**src/rtl/axis_m.sv**
```systemverilog
// ---------------------------------------------------------------------------
// axis_m : AXI4-Stream packet source.
//
// A single-cycle request on newd captures din as a seed. The block then emits
// BURST_LEN beats (seed, seed+1, ... modulo 2^DATA_WIDTH) on the master port
// and marks the final beat with tlast. Requests that arrive while a packet is
// being sent are dropped. At least one idle cycle follows every packet.
//
// Ports
//   m_axis_aclk    in   1           clock, rising edge
//   m_axis_aresetn in   1           asynchronous reset, active low
//   newd           in   1           start request, sampled only when idle
//   din            in   DATA_WIDTH  packet seed, captured together with newd
//   m_axis_tdata   out  DATA_WIDTH  stream data
//   m_axis_tvalid  out  1           beat valid
//   m_axis_tready  in   1           sink ready
//   m_axis_tlast   out  1           final beat of the packet
// ---------------------------------------------------------------------------
module axis_m #(
  parameter int unsigned DATA_WIDTH = 8,
  parameter int unsigned BURST_LEN  = 4
) (
  input  logic                  m_axis_aclk,
  input  logic                  m_axis_aresetn,
  input  logic                  newd,
  input  logic [DATA_WIDTH-1:0] din,
  output logic [DATA_WIDTH-1:0] m_axis_tdata,
  output logic                  m_axis_tvalid,
  input  logic                  m_axis_tready,
  output logic                  m_axis_tlast
);

  localparam int unsigned BEAT_W = (BURST_LEN <= 1) ? 1 : $clog2(BURST_LEN);
  localparam logic [BEAT_W-1:0] LAST_BEAT = BEAT_W'(BURST_LEN - 1);

  typedef enum logic [0:0] {
    IDLE = 1'b0,
    SEND = 1'b1
  } state_t;

  state_t                  state_q,  state_d;
  logic [BEAT_W-1:0]       beat_q,   beat_d;
  logic [DATA_WIDTH-1:0]   seed_q,   seed_d;
  logic [DATA_WIDTH-1:0]   tdata_q,  tdata_d;
  logic                    tvalid_q, tvalid_d;
  logic                    tlast_q,  tlast_d;
  logic [BEAT_W-1:0]       beat_nxt;

  // Beat payload: seed plus beat index, carry out of the top bit discarded.
  function automatic logic [DATA_WIDTH-1:0] beat_data(
    input logic [DATA_WIDTH-1:0] seed,
    input logic [BEAT_W-1:0]     beat
  );
    return seed + DATA_WIDTH'(beat);
  endfunction

  // Only evaluated while beat_q < LAST_BEAT, so it cannot overflow.
  assign beat_nxt = beat_q + BEAT_W'(1);

  // Next-state and next-output logic. The outputs are computed one cycle
  // ahead and registered, so tvalid never depends combinationally on tready.
  always_comb begin
    state_d  = state_q;
    beat_d   = beat_q;
    seed_d   = seed_q;
    tdata_d  = tdata_q;
    tvalid_d = tvalid_q;
    tlast_d  = tlast_q;

    unique case (state_q)
      IDLE: begin
        tdata_d  = '0;
        tvalid_d = 1'b0;
        tlast_d  = 1'b0;
        if (newd) begin
          state_d  = SEND;
          seed_d   = din;
          beat_d   = '0;
          tdata_d  = din;
          tvalid_d = 1'b1;
          tlast_d  = (LAST_BEAT == '0);
        end
      end

      SEND: begin
        // Without a handshake every output holds (AXIS stability).
        if (tvalid_q && m_axis_tready) begin
          if (beat_q == LAST_BEAT) begin
            // Final beat accepted: the cycle after is always idle, even if
            // newd is already high, which gives the mandatory packet gap.
            state_d  = IDLE;
            beat_d   = '0;
            tdata_d  = '0;
            tvalid_d = 1'b0;
            tlast_d  = 1'b0;
          end else begin
            beat_d   = beat_nxt;
            tdata_d  = beat_data(seed_q, beat_nxt);
            tvalid_d = 1'b1;
            tlast_d  = (beat_nxt == LAST_BEAT);
          end
        end
      end

      default: begin
        state_d  = IDLE;
        beat_d   = '0;
        tdata_d  = '0;
        tvalid_d = 1'b0;
        tlast_d  = 1'b0;
      end
    endcase
  end

  // State, counter, seed and output registers. Everything clears
  // asynchronously so the port drops to zero as soon as reset asserts.
  always_ff @(posedge m_axis_aclk or negedge m_axis_aresetn) begin
    if (!m_axis_aresetn) begin
      state_q  <= IDLE;
      beat_q   <= '0;
      seed_q   <= '0;
      tdata_q  <= '0;
      tvalid_q <= 1'b0;
      tlast_q  <= 1'b0;
    end else begin
      state_q  <= state_d;
      beat_q   <= beat_d;
      seed_q   <= seed_d;
      tdata_q  <= tdata_d;
      tvalid_q <= tvalid_d;
      tlast_q  <= tlast_d;
    end
  end

  assign m_axis_tdata  = tdata_q;
  assign m_axis_tvalid = tvalid_q;
  assign m_axis_tlast  = tlast_q;

endmodule

```
**config.mk**
```make
export PLATFORM = sky130hd
export DESIGN_NAME = axis_m
export DESIGN_NICKNAME = d
export VERILOG_FILES = /design/src/rtl/axis_m.sv
export SDC_FILE = /design/constraint.sdc
export NUM_CORES = 1
export LEC_CHECK = 0
export CORE_ASPECT_RATIO = 1.2
export CORE_MARGIN = 5
export CORE_UTILIZATION = 40
export DETAILED_ROUTE_END_ITERATION = 12
export HOLD_SLACK_MARGIN = 0.06
export PLACE_DENSITY = 0.72
export REMOVE_ABC_BUFFERS = 1
export SETUP_SLACK_MARGIN = 0.05
export SLEW_MARGIN = 15
export SYNTH_ARGS = -nofsm -noshare
export SYNTH_HDL_FRONTEND = slang
export SYNTH_SLANG_ARGS = --single-unit
```
**constraint.sdc**
```tcl
create_clock -name m_axis_aclk -period 2.7 [get_ports m_axis_aclk]
set_input_delay 0.27 -clock m_axis_aclk [delete_from_list [all_inputs] [get_ports m_axis_aclk]]
set_output_delay 0.27 -clock m_axis_aclk [all_outputs]
set_load 0.01 [all_outputs]
```
# Word-level counts from Yosys, hierarchy flattened

Cells that the tools add are included.

Bits in registers: 21
Bits in latches: 0
Memory bits (writable): 0
Bits in read-only memories: 0
Bits of input ports: 12
Output and inout bits: 10
Logic and storage cells: 33
Memories kept: 0

Add/subtract/negate cells: 2
$mul: 0
Div/mod/pow operators: 0
Magnitude comparators: 0
Eq/ne operators: 4
Shift-type cells: 0
Mux-type cells: 17
Bitwise logic cells: 1
Reductions and logical operators: 3

Operators by type and width:

| kind                | count |
|---|---|
| $mux 8              | 3 |
| $pmux 8 s2          | 1 |
| $add 8x2->8         | 1 |
| $mux 1              | 6 |
| $mux 2              | 3 |
| $pmux 1 s2          | 3 |
| $eq 2x2->1 const B  | 2 |
| $pmux 2 s2          | 1 |
| $reduce_and 2->1    | 2 |
| $add 2x1->2 const B | 1 |
| $ne 2x1->1 const B  | 1 |
| $ne 2x2->1 const B  | 1 |
| $logic_and 1x1->1   | 1 |
| $not 1->1           | 1 |

# Longest topological paths before layout

Depth after elaboration: 5
Depth in mapped cells: 8
Depth with buffers taken out: 8

# Least setup slack after synthesis

OpenSTA, ideal clock, no wires.

Path type: register -> register
From: reg beat_q[0]
To: reg tdata_q[4], in the netlist m_axis_tdata[4]
Library setup time: 0.082 ns
Arrival: 1.726 ns
Required time: 2.618 ns
Setup slack: 0.892 ns
Cell stages (with the launch flop): 8
Path buffers: 0
Clock period less this slack: 1.808 ns
Cells stage by stage: dfrtp_1 -> inv_1 -> ha_1 -> fa_1 -> nand3b_1 -> xnor2_1 -> nand2_1 -> a31oi_1

Cells in the longest elaborated chain, start to end: 5
Elaborated cells on any way between the ends: 6
Classes of those cells: add/sub (2); eq/ne (1); mux (3)

RTL lines:

| what                     | RTL line | RTL |
|---|---|---|
| start: declaration       | 42       | `logic [BEAT_W-1:0] beat_q, beat_d;` |
| start signal: assignment | 127      | `beat_q <= beat_d;` |
| $add 2x1->2              | 58       | `assign beat_nxt = beat_q + BEAT_W'(1);` |
| $add 8x2->8              | 54       | `return seed + DATA_WIDTH'(beat);` |
| $mux 8 (*)               | 88       | `if (beat_q == LAST_BEAT) begin` |
| $mux 8 (*)               | 87       | `if (tvalid_q && m_axis_tready) begin` |
| $pmux 8 s2 (*)           | 70       | `unique case (state_q)` |
| end signal: assignment   | 129      | `tdata_q <= tdata_d;` |
| end: declaration         | 44       | `logic [DATA_WIDTH-1:0] tdata_q, tdata_d;` |

Every way passes the cells marked *; elsewhere a longest branch is shown, timed or not. The select of a mux whose other input is x is not followed.
A chain may end at the register's enable or synchronous reset.

# Worst setup path after layout

Ends and elaborated chain as after synthesis.

==> flow_metrics.py <==
metrics = {
    "synthesis": {
        "post_synth.cell_area_avg_um2": 9.384,
        "syn_area_um2": 1070,
        "syn_inst": 114,
        "yosysWarnings": 0,
        "synth.distinct_cells": 32,
        "seq_area_frac_synth_pct": 49.12,
        "ys_ff_latch": 21,
    },
    "pwr": {
        "p_int_uw": 861.2,
        "swShare_pct": 38.30,
        "leakage_uw": 0.0005977,
        "switchingPower_uw": 534.5,
        "comb_power_share_pct": 47.8,
        "pwr-share-seq_pct": 41.1,
        "powerDensity_nw_per_um2": 1049,
        "peakVddDrop_mv": 0.5240,
        "clkPwrFrac_pct": 11.1,
    },
    "place": {
        "place_ws_ns": 0.7335,
        "place_inst": 165,
        "port_buffers": 21,
        "place_area_um2": 1303,
        "gp_congestion": 0.7985,
        "place_hpwl_mm": 1.727,
    },
    "layout": {
        "final_layout_size_suffix_gt1_share_pct": 6.618,
        "antenna_cells": 0,
        "area_growth_pct": 24.33,
        "nets": 154,
        "fin_cells": 169,
        "stdcell_area_um2": 1330,
    },
    "clocking": {
        "htreeDepth": 1,
        "insertion_delay_ns": 0.31,
        "hold_buffers": 0,
        "clock_path_buffers": 2,
        "clock_sinks": 21,
        "cts_tree": "built",
        "numCtsBuffers": 3,
        "cts_setup_buffers": 0,
        "path_clk_slew_ns": 0.12,
        "cts_resized": 0,
        "root_buffer": "clkbuf_4",
    },
    "sta": {
        "final.setup_skew_ns": 0.006100,
        "worst_slack_ns": 0.6957,
        "setup_viol": 0,
        "finalHoldViolCount": 0,
        "worstMarginPinSlew_ns": 0.9403,
        "relSlewSlack_pct": 37.12,
        "period_needed_ns": 2.004,
        "fin_setup_tns_ns": 0,
        "rsz0062_at_grt": "no",
        "drv_slew": 0,
        "whs_ns": 0.4688,
        "fmax_ghz": 0.4989,
        "min_period_over_period_pct": 74.23,
    },
    "floorplan": {
        "die_y_um": 66.65,
        "die_x_um": 57.21,
        "die_area_um2": 3813,
        "initial_core_util_pct": 41.91,
        "io_pins": 22,
        "coreArea_um2": 2552,
        "rows": 20,
    },
    "grt": {
        "antenna_found_initial": 0,
        "grt_overflow": 0,
        "grt_pass1_wl_mm": 4.036,
        "grt_usage_pct": 13.80,
        "grt_max_degree": 22,
        "grt_pass1_vias": 908,
    },
    "worst_setup_path": {
        "crit_chain": "inv_1 > ha_1 > fa_1 > nand3b_1 > xnor2_1 > nand2_1 > a31oi_1",
        "required_ns": 2.94,
        "worst_setup_path_start_kind": "register",
        "cp_num_buf_inv": 1,
        "crit_path_top_delay_cell": "fa_1",
        "crit_arrival_ns": 2.24,
        "max_stage_delay_ns": 0.46,
        "timing.critical_path.to_type": "register",
        "worstSetupPathType": "register to register",
        "critical-path-top-delay-family": "adder cells",
        "crit_fanout": 5,
    },
    "drt": {
        "drc": 0,
        "routedWlPerCell_um": 13.75,
        "ant_nets": 0,
        "wl_mm": 2.323,
        "drtIter0Drc": 20,
        "avgViaCountPerCell": 5.148,
        "vias": 870,
        "drt_pass1_iterations": 4,
    },
    "run": {
        "cap_violations": 0,
    },
    "hold_path": {
        "hold_path_class": "input pin to asynchronous set/reset pin",
    },
    "outcome": {
        "status": "complete, no violations",
    },
}
per-layer routing:
metal	up-vias	GRT usage, %	share of wire, %
li1	430	-	-
met1	417	15.25	43
met2	18	25.57	52
met3	5	2.132	3.3
met4	0	6.377	1.3
met5	-	0	0
layout by cell type (no fill, tap or decap), drive strengths merged:
cell	instances
ha	4
a22oi	3
xor2	2
clkbuf	3
nand3b	1
nand4	2
a221oi	3
o21ai	7
and2b	1
or3	1
inv	6
a21boi	1
a31oi	2
nand2	29
o31a	1
a21oi	1
clkdlybuf4s50	21
nand2b	1
and2	1
nor4	1
nor2b	1
buf	1
xnor2	3
dfrtp	21
a21o	2
nand3	2
nor3	1
nor2	10
fa	1
a22o	2
clkinv	1
through the flow:
step / util [%] / power [uW]
2_1_floorplan: - / 986.5
3_3_place_gp: 51.03 / 1231
3_5_place_dp: 51.03 / 1256
4_1_cts: 52.11 / 1412
5_1_grt: 52.11 / 1530
6_report: 52.11 / 1396
area by class of cell:
class	count	area (um^2)
Clock buffer	3	22.52
Clock inverter	1	5.005
Tap cell	33	41.29
Inverter	6	22.52
Sequential cell	21	525.5
Multi-Input combinational cell	83	495.5
Timing Repair Buffer	22	217.7
Fill cell	262	1222
cells in the mapped netlist:
cell type / n / area (um^2)
a21o_1: 1 / 7.510
nand2_2: 1 / 6.260
and2b_1: 1 / 7.510
a21o_2: 1 / 8.760
nor2_1: 10 / 37.54
nand3_1: 2 / 10.01
and2_4: 1 / 8.760
nand3b_1: 1 / 7.510
or3_4: 1 / 11.26
ha_1: 4 / 50.05
nand4_1: 2 / 12.51
fa_1: 1 / 20.02
a22oi_1: 3 / 22.52
dfrtp_1: 21 / 525.5
a21boi_0: 1 / 7.510
a21oi_1: 1 / 5.000
o21ai_0: 6 / 30.03
nor4_1: 1 / 6.260
o31a_1: 1 / 8.760
xor2_1: 2 / 17.52
nand2b_1: 1 / 6.260
buf_6: 1 / 11.26
nor3_1: 1 / 5.000
buf_2: 3 / 15.01
a31oi_1: 2 / 12.51
nor2b_1: 1 / 6.260
xnor2_1: 3 / 26.28
a221oi_1: 3 / 26.28
a22o_1: 2 / 17.52
nand2_1: 28 / 105.1
o21ai_1: 1 / 5.000
inv_1: 6 / 22.52
logic make-up (layout without fill, tap and decap cells):
kind of cell | after synthesis | count (layout) | share of synthesized area (%)
AOI/OAI and AO/OA | 22 | 22 | 14.15
DFF | 21 | 21 | 49.12
and+or+nand+nor | 51 | 51 | 21.52
xor gates and xnor gates | 5 | 5 | 4.094
adders and majority gates | 5 | 5 | 6.550
buffers and inverters | 10 | 32 | 4.561
power by group through the flow:
| stage | logic [uW] | clock network, uW | registers, uW |
|---|---|---|---|
| 2_1_floorplan | 394 | 0 | 593 |
| 3_3_place_gp | 655 | 0 | 576 |
| 3_5_place_dp | 674 | 0 | 582 |
| 4_1_cts | 678 | 158 | 576 |
| 5_1_grt | 756 | 173 | 600 |
| 6_report | 667 | 154 | 574 |
worst register-to-register path, cell delays in order (launching register included):
cell and delay (ns):
dfrtp_1 0.44, inv_1 0.09, ha_1 0.35, fa_1 0.46
nand3b_1 0.20, xnor2_1 0.17, nand2_1 0.07, a31oi_1 0.16
final timing paths:
path	slack, ns	from	endpoint	cells after the start
worst max-delay path	0.70	beat_q[0]	m_axis_tdata[4]	7
worst min-delay path	0.47	m_axis_aresetn	m_axis_tlast	1
worst max register to register	0.70	beat_q[0]	m_axis_tdata[4]	7
worst min register to register	0.51	seed_q[0]	seed_q[0]	2
max in group asynchronous	1.66	m_axis_aresetn	seed_q[4]	1
min in group m_axis_aclk	0.51	din[5]	seed_q[5]	3
state kept, by name, indices dropped and copies added, names as in the netlist:
signal / count
beat_q: 2
m_axis_tdata: 8
m_axis_tlast: 1
m_axis_tvalid: 1
seed_q: 8
state_q: 1
No activity file was read; power rests on OpenSTA's default activity.
